==> src/rtl/vjtag_bsc_host_if.sv <==
// Command/response channel of the JTAG scan host: one scan command in, captured DR vector out.
interface vjtag_bsc_host_if #(
    parameter int unsigned IR_W     = 1,
    parameter int unsigned DR_MAX   = 12,
    parameter int unsigned DR_LEN_W = 4
) ();
    logic                cmd_valid;
    logic                cmd_ready;
    logic                cmd_skip_ir;
    logic [IR_W-1:0]     cmd_ir;
    logic [DR_MAX-1:0]   cmd_dr;
    logic [DR_LEN_W-1:0] cmd_dr_len;
    logic                rsp_valid;
    logic [DR_MAX-1:0]   rsp_dr;
    logic                busy;

    modport master (
        output cmd_valid, cmd_skip_ir, cmd_ir, cmd_dr, cmd_dr_len,
        input  cmd_ready, rsp_valid, rsp_dr, busy
    );

    modport slave (
        input  cmd_valid, cmd_skip_ir, cmd_ir, cmd_dr, cmd_dr_len,
        output cmd_ready, rsp_valid, rsp_dr, busy
    );
endinterface

==> src/rtl/vjtag_bsc_host.sv <==
// JTAG initiator: walks the TAP through an optional IR scan and a DR scan per command and
// returns the TDO bits captured while shifting the DR.
module vjtag_bsc_host #(
    parameter int unsigned IR_W     = 1,
    parameter int unsigned DR_MAX   = 12,
    parameter int unsigned DR_LEN_W = 4,
    parameter int unsigned TCK_DIV  = 4
) (
    input  logic            clk,
    input  logic            rst_n,
    vjtag_bsc_host_if.slave bus,
    output logic            jtag_tck,
    output logic            jtag_tms,
    output logic            jtag_tdi,
    input  logic            jtag_tdo
);
    localparam int unsigned StepN = (IR_W + 6 > DR_MAX + 5) ? IR_W + 6 : DR_MAX + 5;
    localparam int unsigned StepW = $clog2(StepN);
    localparam int unsigned DivW  = (TCK_DIV > 1) ? $clog2(TCK_DIV) : 1;

    typedef enum logic [2:0] {StInit, StIdle, StIr, StDr, StResp} state_e;

    state_e              state_q, state_d;
    logic [StepW-1:0]    step_q, step_d;
    logic [DivW-1:0]     div_q, div_d;
    logic                tck_q, tck_d, tms_q, tms_d, tdi_q, tdi_d;
    logic [IR_W-1:0]     ir_q, ir_d;
    logic [DR_MAX-1:0]   dr_q, dr_d, cap_q, cap_d, rsp_dr_q, rsp_dr_d;
    logic [DR_LEN_W-1:0] len_q, len_d, len_in;
    logic                tick;
    int unsigned         step, last;

    // TMS/TDI to present for TCK number s of the given scan state
    function automatic logic [1:0] tap_bits(state_e st, int unsigned s, logic [IR_W-1:0] ir,
                                            logic [DR_MAX-1:0] dr, int unsigned n);
        logic [IR_W-1:0]   irs;
        logic [DR_MAX-1:0] drs;
        logic              tms, tdi;
        irs = ir >> (s - 4);
        drs = dr >> (s - 3);
        tms = 1'b0;
        tdi = 1'b0;
        case (st)
            StInit: tms = (s < 5);
            StIr: begin
                if (s < 4) begin
                    tms = (s < 2);
                end else if (s < 4 + IR_W) begin
                    tms = (s == 3 + IR_W);
                    tdi = irs[0];
                end else begin
                    tms = (s == 4 + IR_W);
                end
            end
            StDr: begin
                if (s < 3) begin
                    tms = (s == 0);
                end else if (s < 3 + n) begin
                    tms = (s == 2 + n);
                    tdi = drs[0];
                end else begin
                    tms = (s == 3 + n);
                end
            end
            default: ;
        endcase
        return {tms, tdi};
    endfunction

    assign len_in = (bus.cmd_dr_len > DR_LEN_W'(DR_MAX)) ? DR_LEN_W'(DR_MAX) : bus.cmd_dr_len;

    always_comb begin
        state_d  = state_q;
        step_d   = step_q;
        div_d    = div_q;
        tck_d    = tck_q;
        tms_d    = tms_q;
        tdi_d    = tdi_q;
        ir_d     = ir_q;
        dr_d     = dr_q;
        len_d    = len_q;
        cap_d    = cap_q;
        rsp_dr_d = rsp_dr_q;
        step     = 32'(step_q);
        last     = (state_q == StInit) ? 5 : (state_q == StIr) ? IR_W + 5 : 32'(len_q) + 4;
        tick     = (state_q inside {StInit, StIr, StDr}) && (div_q == DivW'(TCK_DIV - 1));

        unique case (state_q)
            StIdle: begin
                tck_d = 1'b0;
                div_d = '0;
                if (bus.cmd_valid) begin
                    ir_d   = bus.cmd_ir;
                    dr_d   = bus.cmd_dr;
                    len_d  = len_in;
                    cap_d  = '0;
                    step_d = '0;
                    if (!bus.cmd_skip_ir)   state_d = StIr;
                    else if (len_in != '0)  state_d = StDr;
                    else                    state_d = StResp;
                end
            end
            StResp: state_d = StIdle;
            default: begin
                div_d = tick ? '0 : div_q + DivW'(1);
                if (tick) begin
                    tck_d = ~tck_q;
                    if (!tck_q) begin
                        if (state_q == StDr && step >= 3 && step < 3 + 32'(len_q)) begin
                            cap_d = cap_q | (DR_MAX'(jtag_tdo) << (step - 3));
                        end
                    end else if (step == last) begin
                        step_d = '0;
                        case (state_q)
                            StInit:  state_d = StIdle;
                            StIr:    state_d = (len_q != '0) ? StDr : StResp;
                            default: state_d = StResp;
                        endcase
                    end else begin
                        step_d = step_q + StepW'(1);
                    end
                end
            end
        endcase

        // New TCK slot begins: set up TMS/TDI while TCK is low
        if (state_d != state_q || step_d != step_q) begin
            {tms_d, tdi_d} = tap_bits(state_d, 32'(step_d), ir_d, dr_d, 32'(len_d));
        end
        if (state_d == StResp && state_q != StResp) begin
            rsp_dr_d = cap_d;
        end
    end

    always_ff @(posedge clk or negedge rst_n) begin
        if (!rst_n) begin
            state_q  <= StInit;
            step_q   <= '0;
            div_q    <= '0;
            tck_q    <= 1'b0;
            tms_q    <= 1'b1;
            tdi_q    <= 1'b0;
            ir_q     <= '0;
            dr_q     <= '0;
            len_q    <= '0;
            cap_q    <= '0;
            rsp_dr_q <= '0;
        end else begin
            state_q  <= state_d;
            step_q   <= step_d;
            div_q    <= div_d;
            tck_q    <= tck_d;
            tms_q    <= tms_d;
            tdi_q    <= tdi_d;
            ir_q     <= ir_d;
            dr_q     <= dr_d;
            len_q    <= len_d;
            cap_q    <= cap_d;
            rsp_dr_q <= rsp_dr_d;
        end
    end

    assign jtag_tck      = tck_q;
    assign jtag_tms      = tms_q;
    assign jtag_tdi      = tdi_q;
    assign bus.cmd_ready = (state_q == StIdle);
    assign bus.busy      = (state_q != StIdle);
    assign bus.rsp_valid = (state_q == StResp);
    assign bus.rsp_dr    = rsp_dr_q;
endmodule

==> src/flat_wrapper.sv <==
// flat-port wrapper written by rule: the top's interface ports become plain ports
module vjtag_bsc_host_flat 
#(
    parameter int unsigned IR_W     = 1,
    parameter int unsigned DR_MAX   = 12,
    parameter int unsigned DR_LEN_W = 4,
    parameter int unsigned TCK_DIV  = 4
)
  (clk, rst_n, jtag_tck, jtag_tms, jtag_tdi, jtag_tdo, bus_cmd_valid, bus_cmd_skip_ir, bus_cmd_ir, bus_cmd_dr, bus_cmd_dr_len, bus_cmd_ready, bus_rsp_valid, bus_rsp_dr, bus_busy);
  vjtag_bsc_host_if #(.IR_W(IR_W), .DR_MAX(DR_MAX), .DR_LEN_W(DR_LEN_W)) bus_i ();
  input  logic clk;
  input  logic rst_n;
  output logic jtag_tck;
  output logic jtag_tms;
  output logic jtag_tdi;
  input  logic jtag_tdo;
  input wire logic [$bits(bus_i.cmd_valid)-1:0] bus_cmd_valid;
  input wire logic [$bits(bus_i.cmd_skip_ir)-1:0] bus_cmd_skip_ir;
  input wire logic [$bits(bus_i.cmd_ir)-1:0] bus_cmd_ir;
  input wire logic [$bits(bus_i.cmd_dr)-1:0] bus_cmd_dr;
  input wire logic [$bits(bus_i.cmd_dr_len)-1:0] bus_cmd_dr_len;
  output wire logic [$bits(bus_i.cmd_ready)-1:0] bus_cmd_ready;
  output wire logic [$bits(bus_i.rsp_valid)-1:0] bus_rsp_valid;
  output wire logic [$bits(bus_i.rsp_dr)-1:0] bus_rsp_dr;
  output wire logic [$bits(bus_i.busy)-1:0] bus_busy;
  assign bus_i.cmd_valid = bus_cmd_valid;
  assign bus_i.cmd_skip_ir = bus_cmd_skip_ir;
  assign bus_i.cmd_ir = bus_cmd_ir;
  assign bus_i.cmd_dr = bus_cmd_dr;
  assign bus_i.cmd_dr_len = bus_cmd_dr_len;
  assign bus_cmd_ready = bus_i.cmd_ready;
  assign bus_rsp_valid = bus_i.rsp_valid;
  assign bus_rsp_dr = bus_i.rsp_dr;
  assign bus_busy = bus_i.busy;
  vjtag_bsc_host #(.IR_W(IR_W), .DR_MAX(DR_MAX), .DR_LEN_W(DR_LEN_W), .TCK_DIV(TCK_DIV)) u_core (.clk(clk), .rst_n(rst_n), .bus(bus_i), .jtag_tck(jtag_tck), .jtag_tms(jtag_tms), .jtag_tdi(jtag_tdi), .jtag_tdo(jtag_tdo));
endmodule
==> config.mk <==
export PLATFORM = sky130hd
export DESIGN_NAME = vjtag_bsc_host_flat
export DESIGN_NICKNAME = d
export VERILOG_FILES = /design/src/rtl/vjtag_bsc_host_if.sv /design/src/rtl/vjtag_bsc_host.sv /design/src/flat_wrapper.sv
export SDC_FILE = /design/constraint.sdc
export NUM_CORES = 1
export LEC_CHECK = 0
export CAP_MARGIN = 10
export CORE_UTILIZATION = 48
export CTS_CLUSTER_DIAMETER = 120
export CTS_CLUSTER_SIZE = 20
export DETAILED_ROUTE_END_ITERATION = 8
export PLACE_DENSITY_LB_ADDON = 0.05
export REMOVE_ABC_BUFFERS = 1
export SLEW_MARGIN = 10
export SYNTH_ARGS = -nofsm -noshare
export SYNTH_HDL_FRONTEND = slang
export SYNTH_SLANG_ARGS = --single-unit
==> constraint.sdc <==
create_clock -name clk -period 5.02 [get_ports clk]
set_input_delay 0.753 -clock clk [delete_from_list [all_inputs] [get_ports clk]]
set_output_delay 0.753 -clock clk [all_outputs]
set_load 0.005 [all_outputs]
* After elaboration in Yosys (flattened, before gate mapping) *
Cells that the tools add are included.

cells by class
  muxes and demuxes = 42
  add/subtract/negate cells = 9
  reductions and logical operators = 13
  shift-type cells = 3
  $lt $le $gt $ge = 8
  bitwise logic cells = 3
  equal/unequal tests = 17

operators with widths
  kind                   number
  $eq A5 B32 Y1          3
  $mux W12               6
  $lt A5 B32 Y1          2
  $mux W32               2
  $shl A1 B32 Y12        1
  $shr A1 B32 Y1         1
  $shr A12 B32 Y1        1
  $pmux W12 S2           1
  $mux W3                7
  $mux W5                4
  $add A2 B4 Y5 const A  3
  $eq A3 B2 Y1 const B   4
  $mux W4                3
  $or A12 B12 Y12        1
  $pmux W3 S2            2
  $sub A5 B2 Y6 const B  2
  $mux W1                11
  $eq A5 B3 Y1 const B   2
  $lt A5 B2 Y1 const B   2
  $lt A5 B3 Y1 const B   2
  $pmux W5 S2            1
  $reduce_bool A4 Y1     2
  $eq A3 B3 Y1 const B   2
  $logic_not A3 Y1       2
  23 further kinds       28

word-level totals
  input port bits = 22
  bits in registers = 54

* Longest topological paths before layout *
Gate-level depths: netlist of the first run.

  word-level depth = 13
  mapped depth = 20
  gate-level depth less buffers = 17

* Least setup slack after synthesis of the first run *
No wires, ideal clock.

  kind = input to register
  start point = input bus_cmd_valid
  end point = register u_core.tdi_q (netlist: u_core.jtag_tdi)
  setup slack = 1.159 ns
  arrival = 3.769 ns
  stages on the path = 15
  path buffers = 3
  path through = nand2_1 buf_2 buf_2 buf_1 nor2_1 a21oi_1 ha_1 ha_1 nor2b_1 o21a_1 o21a_1 o21ai_0 nand2b_1 or4_1 o31ai_2

on the way
  cells in the longest elaborated chain, start to end = 7
  elaborated cells between the ends (all ways) = 29
  classes of those cells = add/sub (3); order compare (4); eq/ne (4); shift (2); mux (15); reduce/logical (1)

RTL lines
  element                                        line                                        source
  from (decl)                                    flat_wrapper.sv:17                          input wire logic [$bits(bus_i.cmd_valid)-1:0] bus_cmd_valid;
  $mux W4 / $mux W5 (equally long branches)      vjtag_bsc_host.sv:92                        if (bus.cmd_valid) begin
  $mux W4 / $pmux W5 S2 (equally long branches)  vjtag_bsc_host.sv:88                        unique case (state_q)
  $add A2 B4 Y5, or another cell as far along    vjtag_bsc_host.sv:58                        end else if (s < 3 + n) begin
  $lt A5 B32 Y1, or another cell as far along    vjtag_bsc_host.sv:58
  $mux W1 (on tied branches)                     vjtag_bsc_host.sv:58, vjtag_bsc_host.sv:48
  $mux W1 (on tied branches)                     vjtag_bsc_host.sv:56, vjtag_bsc_host.sv:46
  $pmux W1 S2                                    vjtag_bsc_host.sv:43                        case (st)
  to (signal assigned)                           vjtag_bsc_host.sv:154                       tdi_q <= tdi_d;
  to (decl)                                      vjtag_bsc_host.sv:26                        logic tck_q, tck_d, tms_q, tms_d, tdi_q, tdi_d;

Parallel ways exist; a longest one is shown, timed or not.
A chain may end at the register's enable or synchronous reset.

* Final worst setup path of the first run *
  start point = register u_core.state_q[2]
  end point = register u_core.tms_q (netlist: u_core.jtag_tms)

on the way
  cells in the longest elaborated chain, start to end = 12
  elaborated cells between the ends (all ways) = 44
  classes of those cells = add/sub (2); order compare (5); eq/ne (13); mux (18); reduce/logical (6)

RTL lines
  element                                      line                                        source
  from (decl)                                  vjtag_bsc_host.sv:23                        state_e state_q, state_d;
  from (signal assigned)                       vjtag_bsc_host.sv:137                       state_q <= StInit;
  from (signal assigned)                       vjtag_bsc_host.sv:149                       state_q <= state_d;
  $eq A3 B2 Y1                                 vjtag_bsc_host.sv:85, vjtag_bsc_host.sv:86
  $mux W32 (2 in a row)                        vjtag_bsc_host.sv:85                        last = (state_q == StInit) ? 5 : (state_q == StIr) ? IR_W + 5 : 32'(len_q) + 4;
  $eq A5 B32 Y1                                vjtag_bsc_host.sv:112                       end else if (step == last) begin
  $mux W5                                      vjtag_bsc_host.sv:112
  $mux W5                                      vjtag_bsc_host.sv:108                       if (!tck_q) begin
  $mux W5                                      vjtag_bsc_host.sv:106                       if (tick) begin
  $pmux W5 S2 *                                vjtag_bsc_host.sv:88
  named net u_core.step_d[2]                   vjtag_bsc_host.sv:24                        logic [StepW-1:0] step_q, step_d;
  $lt A5 B32 Y1, or another cell as far along  vjtag_bsc_host.sv:58
  $mux W1 (on tied branches)                   vjtag_bsc_host.sv:58, vjtag_bsc_host.sv:48
  $mux W1 (on tied branches)                   vjtag_bsc_host.sv:56, vjtag_bsc_host.sv:46
  $pmux W1 S3                                  vjtag_bsc_host.sv:43
  to (signal assigned)                         vjtag_bsc_host.sv:153                       tms_q <= tms_d;
  to (decl)                                    vjtag_bsc_host.sv:26

Mark *: on every way through the listed nets, which the timed path passes. The rest lies on a longest branch.

==> results of run 1 <==
[critical path: stages (launching register included)]
cell and delay (ns):
dfrtp_1 0.55, or2_1 0.34, a211o_1 0.34, a22oi_4 0.23, nand4_4 0.24, a311o_1 0.47, nand2_1 0.15, inv_1 0.10
ha_1 0.32, o21a_1 0.10, o21a_1 0.15, o21ai_0 0.15, nand2b_1 0.11, a2111oi_0 0.38, a31oi_1 0.14, o211ai_1 0.18
[cell type report]
type	count	area, µm²
clock buffer	5	68.8
clock inverter	2	15.0
fill	612	2880
inverter	20	75.1
multi-input combinational	271	2010
sequential	54	1350
tap	96	120
timing repair buffer	43	415
[logic make-up (layout without fill, tap and decap cells)]
group                      Yosys count  in the layout
AOI/OAI and AO/OA                   86             86
xor gates and xnor gates            14             14
adders and majority gates           24             24
buffers and inverters               38             70
DFF                                 54             54
muxes                               32             32
and+or+nand+nor                    115            115
[synth_stat cells, drive strengths merged (2+ instances only)]
master / instances
a21oi: 14
nand2b: 8
clkbuf: 8
nor2: 19
nand3: 12
mux2i: 2
buf: 10
nor3b: 3
mux2: 27
and3: 5
a21boi: 3
nor4: 4
o211ai: 4
and2: 3
o31ai: 2
nor4b: 3
dfrtp: 53
o21ai: 29
inv: 20
ha: 24
o21a: 5
a31o: 2
a22o: 2
nor3: 4
xnor2: 8
nand2: 41
nor2b: 2
o221a: 2
or2: 2
a31oi: 7
xor2: 6
a22oi: 3
a211o: 3
or3: 3
nand4: 3
mux4: 3
[power by group through the flow]
stage / Sequential [W] / Clock (W) / Combinational, W
5_1_grt: 0.000684 / 0.000261 / 0.00143
3_3_place_gp: 0.000673 / 0 / 0.00124
6_report: 0.000668 / 0.000238 / 0.00127
4_1_cts: 0.000667 / 0.000246 / 0.00127
3_5_place_dp: 0.000677 / 0 / 0.00127
2_1_floorplan: 0.000643 / 0 / 0.000994
[how the worst min path moves through the flow]
stage	startpoint	end	slack [ns]	depth (start not counted)
finish	u_core.div_q[0]	u_core.div_q[0]	0.50	1
global route	u_core.dr_q[1]	u_core.dr_q[1]	0.52	1
CTS	u_core.cap_q[5]	u_core.cap_q[5]	0.50	2
detailed placement	u_core.cap_q[5]	u_core.cap_q[5]	0.48	2
global placement	u_core.dr_q[2]	u_core.dr_q[2]	0.48	1
floorplan	u_core.cap_q[0]	u_core.cap_q[0]	0.45	2
[state kept, by name, summed over array words and instances, names as in the netlist, 2 cells and up]
signal,count
u_core.state_q,3
u_core.bus.rsp_dr,12
u_core.cap_q,12
u_core.div_q,2
u_core.step_q,5
u_core.dr_q,12
u_core.len_q,4
[metal layers]
metal / routed length (µm) / vias to the layer above / GRT usage (%) / share of wire, %
met5: 0 / - / 0 / 0
met4: 118 / 0 / 7.15 / 1.5
met3: 377 / 13 / 3.58 / 4.9
met2: 3510 / 80 / 35.3 / 46
met1: 3610 / 1335 / 28.5 / 47
li1: - / 1359 / - / -
[through the flow]
stage	hold slack [ns]	std cells	total power [W]	util, %
after floorplan	0.452	345	0.00164	-
after global placement	0.475	484	0.00192	57.3
after detailed placement	0.481	484	0.00194	57.3
after CTS	0.504	491	0.00219	58.5
after global routing	0.520	491	0.00238	58.5
final	0.498	491	0.00218	58.5
==> results.yml, run 1 <==
status:
  status: "finished, final reports clean"
logic_synthesis:
  syn_area_um2: 3520
  synth-edff-count: 0
  async_flop_share_pct: 100
  synth_xor_area_share_pct: 3.48
  yosysWarningCount: 0
  yosys.area_share.simple_pct: 16.9
  yosys.area.top_type: "dfrtp_1"
  synth_top_family_by_area: "compound AO/OA/AOI/OAI gates"
  muxShareOfSynthArea_pct: 11.1
  synthAdderAreaFrac_pct: 8.53
  ys_seq_area_share_pct: 38.4
  yosys-top-cells-area: "dfrtp_1 (38%), mux2_2 (8.6%), ha_1 (8.5%), nand2_1 (4.4%), o21ai_0 (4.0%)"
  synth-main-ff-cell: "dfrtp_1"
  yosysUniqueCellTypes: 63
  synth.top_cell.area_share_pct: 37.7
  synth_area_per_cell_um2: 9.70
  synth-seq-cells: 54
  synth-compound-area-share_pct: 17.1
  synthCells: 363
clocking:
  clock-root-buffer: "clkbuf_8"
  post_cts_buffers: 0
  post_cts_resized: 0
  cts_sinks: 54
  clk_latency_ns: 0.30
  cts.htree.levels: 2
  cts_tree: "yes"
  numCtsBuffers: 5
  cts_hold_buf: 0
  path_clk_slew_ns: 0.10
  clockBufferDepth: 2
power:
  static-leakage-power_nw: 1.77
  internal_power_w: 0.00124
  power_frac_seq_pct: 30.6
  p_comb_share_pct: 58.4
  p_clk_share_pct: 10.9
  power_density_nw_per_um2: 537
  p_sw_share_pct: 43.2
  p_sw_w: 0.000941
  peakVddDrop_mv: 0.242
placement:
  portBuffers: 39
  place_congestion: 0.823
  dp_hpwl_mm: 5.74
  placed_cell_area_um2: 3980
  dp_slack_ns: 0.884
floorplan:
  die_h_um: 87.6
  fp.dieW_um: 87.6
  die_area_um2: 7680
  rows: 30
  start_util_pct: 50.7
  fp.coreArea_um2: 6940
  pin_count: 40
layout:
  final_common_cell: "dfrtp_1"
  antenna_cells: 0
  fin_area_um2: 4060
  mostFrequentLayoutCells: "dfrtp_1 (53), nand2_1 (41), clkdlybuf4s50_1 (38), o21ai_0 (28), mux2_2 (27)"
  area_delta_synth_final_pct: 15.3
  nNetsFinal: 441
  drive_above_1_share_pct: 14.7
setup_path:
  worstPathMaxFanout: 15
  r2r_cells: 15
  rr_startpoint: "u_core.state_q[2]"
  required_ns: 5.26
  r2r_slack_ns: 0.99
  cp.arrival_ns: 4.27
  endpoint: "u_core.jtag_tms"
  startpoint: "u_core.state_q[2]"
  worstReg2RegEnd: "u_core.jtag_tms"
  start_kind: "flop"
  end_kind: "flop"
  worstSetupPathType: "flop to flop"
global_routing:
  grt_use_total_pct: 21.3
  gr-total-overflow: 0
  grt_pass1_wl_mm: 12.7
  grt_pass1_vias: 2614
  grt_max_degree: 55
  antenna_found_initial: 0
worst_hold_path:
  hold_path.class: "flop to flop"
routing:
  firstDrtPassIters: 4
  wl_mm: 7.62
  detail_route.iter0.violations: 184
  drt-vias-per-instance: 5.68
  drcViolationCount: 0
  ant_nets: 0
  vias: 2787
  avgRoutedWirePerCell_um: 15.5
timing:
  timing_max_transition_violations_final: 0
  fin_crit_sh_pct: 80.4
  finalSetupViolations: 0
  fin_crit_ns: 4.03
  slew_headroom_pct: 50.0
  finalHoldViolCount: 0
  finalWorstSetupSlack_ns: 0.986
  clock-skew-final_ns: 0.00539
  setup_tns_ns: 0
  clock.fmax_ghz: 0.248
  rsz0062_at_grt: "false"
  tightest_slew_ns: 0.742
job:
  timing.max_cap.violations: 0
Note: power is estimated with default switching activity, not from simulation.
==> run 2: changes to the inputs <==
==> constraint.sdc (replaced) <==
create_clock -name clk -period 3.75 [get_ports clk]
set_input_delay 0.5625 -clock clk [delete_from_list [all_inputs] [get_ports clk]]
set_output_delay 0.5625 -clock clk [all_outputs]
set_load 0.005 [all_outputs]
==> results.yml, run 2 (synthesized netlist as in run 1, its figures left out) <==
placement:
  portBuffers: 39
  place_congestion: 0.897
  dp_slack_ns: -0.0106
  dp_hpwl_mm: 6.62
  dp_cells: 520
  placed_cell_area_um2: 4250
timing:
  slew_headroom_pct: 61.7
  finalSetupViolations: 0
  finalWorstSetupSlack_ns: 0.101
  clock.fmax_ghz: 0.274
  fin_crit_ns: 3.65
  finalHoldViolCount: 0
  tightest_slew_ns: 0.575
  fin_crit_sh_pct: 97.3
  timing_max_transition_violations_final: 0
  clock-skew-final_ns: 0.00607
layout:
  area_delta_synth_final_pct: 26.1
  mostFrequentLayoutCells: "dfrtp_1 (52), buf_4 (42), nand2_1 (40), clkdlybuf4s50_1 (38), mux2_2 (27)"
  fin_area_um2: 4440
  final.fill_count: 582
  fin_cells: 531
  drive_above_1_share_pct: 25.7
  final_common_cell: "dfrtp_1"
  antenna_cells: 0
  nNetsFinal: 480
power:
  peakVddDrop_mv: 0.489
  p_sw_share_pct: 42.0
  power_density_nw_per_um2: 744
  p_clk_share_pct: 10.9
  p_sw_w: 0.00139
  internal_power_w: 0.00191
  finalPower_w: 0.00330
  power_frac_seq_pct: 25.8
  static-leakage-power_nw: 1.98
  p_comb_share_pct: 63.3
floorplan:
  start_util_pct: 50.7
  fp.dieW_um: 87.6
  die_area_um2: 7680
  pin_count: 40
  fp.coreArea_um2: 6940
  die_h_um: 87.6
  rows: 30
clocking:
  cts.htree.levels: 2
  clock-root-buffer: "clkbuf_8"
  clockBufferDepth: 2
  cts_sinks: 54
  path_clk_slew_ns: 0.11
  cts_tree: "yes"
  numCtsBuffers: 5
  clk_latency_ns: 0.31
  cts_hold_buf: 0
routing:
  top_layer_used: "met4"
  detail_route.iter0.violations: 166
  wl_mm: 8.52
  wl_met1_mm: 3.92
  drcViolationCount: 0
  ant_nets: 0
  dr_wl_met2_mm: 4.11
  firstDrtPassIters: 5
  avgRoutedWirePerCell_um: 16.0
  vias: 2963
  route.met3.wl_um: 368
  drt-vias-per-instance: 5.58
setup_path:
  r2r_cells: 15
  start_kind: "flop"
  r2r_slack_ns: 0.10
  cp.arrival_ns: 3.88
  worstReg2RegEnd: "u_core.jtag_tdi"
  worstSetupPathType: "flop to flop"
  worstPathMaxFanout: 6
  required_ns: 3.98
  rr_startpoint: "u_core.state_q[0]"
  end_kind: "flop"
global_routing:
  grt_max_degree: 32
  antenna_found_initial: 0
  gr-total-overflow: 0
  grt_pass1_wl_mm: 14.4
  grt_pass1_vias: 2992
  grt_use_total_pct: 24.6
job:
  timing.max_cap.violations: 0
status:
  status: "finished, final reports clean"
worst_hold_path:
  hold_path.class: "input port to asynchronous set/reset pin"
run 2: how the worst max path moves through the flow:
stage	endpoint	cells after the start	start	slack [ns]
after detailed placement	u_core.jtag_tdi	13	bus_cmd_valid	-0.01
after global routing	u_core.jtag_tdi	15	u_core.state_q[0]	-0.002
after floorplan	u_core.jtag_tdi	13	u_core.state_q[1]	-0.16
after CTS	u_core.jtag_tdi	14	u_core.state_q[2]	0.05
after global placement	u_core.jtag_tdi	13	bus_cmd_valid	0.05
final	u_core.jtag_tdi	15	u_core.state_q[0]	0.10
run 2: layout make-up:
cell class              count  area [µm²]  share of cell area (%)
multi-input cells         271        2080                    46.8
well taps                  96         120                    2.71
inverters                  20        75.1                    1.69
clock inverters             2        17.5                   0.395
clock buffers               6        82.6                    1.86
flip-flops and latches     54        1350                    30.5
repair buffers             82         712                    16.0
run 2: critical path, stage by stage, from the launching register on:
cell and delay [ns]:
dfrtp_1 0.45, buf_6 0.15, o21a_1 0.18, or3_4 0.34, a22oi_4 0.20, nand4_4 0.16, a311o_1 0.42, nand2_1 0.10
inv_2 0.07, ha_4 0.21, o21a_1 0.10, o21a_1 0.17, o21ai_1 0.13, nand2b_1 0.11, or4_4 0.56, o31ai_4 0.22
run 2: through the flow:
step	util (%)	hold slack (ns)	TNS (ns)
final	63.9	0.229	0
after detailed placement	61.2	0.479	-0.0106
after floorplan	-	0.267	-0.263
after CTS	62.6	0.243	0
after global placement	61.2	0.469	0
after global routing	63.9	0.261	-0.00246
run 2: power by group through the flow:
| stage | sequential (W) | combinational, W | clock [W] |
|---|---|---|---|
| detailed placement | 0.000854 | 0.00197 | 0 |
| CTS | 0.000841 | 0.00198 | 0.000367 |
| global route | 0.000869 | 0.00232 | 0.000396 |
| floorplan | 0.000860 | 0.00133 | 0 |
| global placement | 0.000848 | 0.00193 | 0 |
| finish | 0.000850 | 0.00209 | 0.000360 |
run 2: per-layer routing:
| layer | track usage (%) | vias to the layer above |
|---|---|---|
| met2 | 41.8 | 69 |
| met1 | 32.4 | 1446 |
| met4 | 6.86 | 0 |
| met3 | 4.15 | 10 |
| met5 | 0 | - |
| li1 | - | 1438 |
run 2: what timing repair did:
action / CTS / global route
setup endpoints to repair: 0 / 2
resized for setup: 0 / 19
endpoints found under the hold margin: 0 / 0
buffers inserted: 0 / 3
==> run 3: changes to the inputs <==
--- a/config.mk
+++ b/config.mk
@@ -6,6 +6,7 @@
 export NUM_CORES = 1
 export LEC_CHECK = 0
 export CAP_MARGIN = 10
+export CORE_MARGIN = 2
 export CORE_UTILIZATION = 48
 export CTS_CLUSTER_DIAMETER = 120
 export CTS_CLUSTER_SIZE = 20
==> results.yml, run 3 (synthesized netlist as in run 1, its figures left out) <==
status:
  status: "finished, final reports clean"
job:
  timing.max_cap.violations: 0
clocking:
  cts_sinks: 54
  clockBufferDepth: 2
  clk_latency_ns: 0.32
  cts.htree.levels: 2
  path_clk_slew_ns: 0.11
  numCtsBuffers: 5
  cts_tree: "yes"
  clock-root-buffer: "clkbuf_8"
  cts_hold_buf: 0
floorplan:
  fp.dieW_um: 89.6
  rows: 31
  start_util_pct: 49.1
  die_area_um2: 8040
  die_h_um: 89.6
  pin_count: 40
  fp.coreArea_um2: 7180
setup_path:
  worstPathCellList: "or2_4, a211o_1, a22oi_4, nand4_4, a311o_1, nand2_1, inv_1, ha_1, o21a_1, o21a_1, o21ai_1, nand2b_1, or4_4, o31ai_2"
  r2r_slack_ns: 0.11
  startpoint: "u_core.state_q[0]"
  start_kind: "flop"
  crit_path_frequent_cell: "o21a_1"
  worstPathMaxFanout: 7
  crit_path_top_delay_cell: "or4_4"
  rr_startpoint: "u_core.state_q[0]"
  cp.arrival_ns: 3.87
  end_kind: "flop"
  worstSetupPathType: "flop to flop"
  required_ns: 3.99
  cpPeakStageDelay_ns: 0.55
placement:
  dp_cells: 520
  place_congestion: 0.853
  portBuffers: 39
  dp_hpwl_mm: 6.39
timing:
  finalSetupViolations: 0
  finalHoldViolCount: 0
  fin_crit_ns: 3.64
  slew_headroom_pct: 60.1
  timing_max_transition_violations_final: 0
  setup_tns_ns: 0
  clock.fmax_ghz: 0.275
  clock-skew-final_ns: 0.00568
  tightest_slew_ns: 0.595
  fin_crit_sh_pct: 97.0
global_routing:
  gr-total-overflow: 0
  grt_pass1_vias: 2745
  grt_pass1_wl_mm: 13.4
  antenna_found_initial: 0
  grt_max_degree: 34
  grt_use_total_pct: 21.8
layout:
  drive_above_1_share_pct: 24.8
  final_common_cell: "dfrtp_1"
  final_util_pct: 61.7
  area_delta_synth_final_pct: 25.7
  nNetsFinal: 476
  fin_cells: 530
  antenna_cells: 0
  mostFrequentLayoutCells: "dfrtp_1 (51), nand2_1 (40), buf_4 (39), clkdlybuf4s50_1 (38), mux2_2 (27)"
power:
  p_comb_share_pct: 61.5
  p_sw_share_pct: 41.3
  finalPower_w: 0.00329
  p_clk_share_pct: 12.8
  power_frac_seq_pct: 25.7
  power_density_nw_per_um2: 743
  p_sw_w: 0.00136
  static-leakage-power_nw: 1.97
  internal_power_w: 0.00193
  peakVddDrop_mv: 0.392
worst_hold_path:
  hold_path.class: "input port to asynchronous set/reset pin"
routing:
  ant_nets: 0
  detail_route.iter0.violations: 153
  avgRoutedWirePerCell_um: 15.8
  vias: 2941
  drt-vias-per-instance: 5.55
  drcViolationCount: 0
  wl_mm: 8.38
  firstDrtPassIters: 4
==> run 3: power by group through the flow <==
stage               clock, W  sequential (W)  combinational, W
floorplan                  0        0.000860           0.00133
global placement           0        0.000841           0.00191
detailed placement         0        0.000846           0.00194
CTS                 0.000432        0.000838           0.00195
global route        0.000454        0.000864           0.00226
finish              0.000421        0.000844           0.00202
==> run 3: worst paths after layout <==
check | to | cells after the start
setup reg to reg | u_core.jtag_tdi | 14
setup / recovery | u_core.jtag_tdi | 14
min in group clk | u_core.div_q[0] | 1
hold reg to reg | u_core.div_q[0] | 1
hold / removal | u_core.cap_q[10] | 1
max in group asynchronous | u_core.bus.rsp_dr[2] | 2
==> run 3: area by class of cell <==
| type | count | area [µm²] |
|---|---|---|
| Clock buffer | 5 | 68.8 |
| Clock inverter | 3 | 47.5 |
| Fill cell | 633 | 2750 |
| Inverter | 20 | 75.1 |
| Multi-Input combinational cell | 271 | 2080 |
| Sequential cell | 54 | 1360 |
| Tap cell | 99 | 124 |
| Timing Repair Buffer | 78 | 678 |
==> run 3: metrics by stage <==
stage / hold WS, ns / worst slack, ns / area [µm²]
global route: 0.252 / -0.0853 / 4420
detailed placement: 0.474 / -0.0187 / 4230
finish: 0.212 / 0.114 / 4420
CTS: 0.235 / 0.00837 / 4350
global placement: 0.467 / 0.0531 / 4230
floorplan: 0.267 / -0.163 / 3440
==> run 3: layer usage <==
| metal | GRT usage [%] | routed length [µm] | vias up |
|---|---|---|---|
| met5 | 0 | 0 | - |
| met4 | 7.33 | 127 | 0 |
| met3 | 3.20 | 348 | 13 |
| met2 | 35.2 | 4100 | 74 |
| met1 | 30.2 | 3810 | 1427 |
| li1 | - | - | 1427 |
==> run 3: critical path: cells and delay by family, from the launching register on <==
family | cells | cell delay (ns)
compound gates | 7 | 1.51
buf+inv | 1 | 0.06
fa+ha+maj | 1 | 0.31
simple gates | 5 | 1.21
flops | 1 | 0.47
==> run 3: timing repair <==
action,in CTS,in global routing
setup buffers,0,2
gates resized for setup,3,14
endpoints found under the setup margin,2,2
pin swaps,0,6
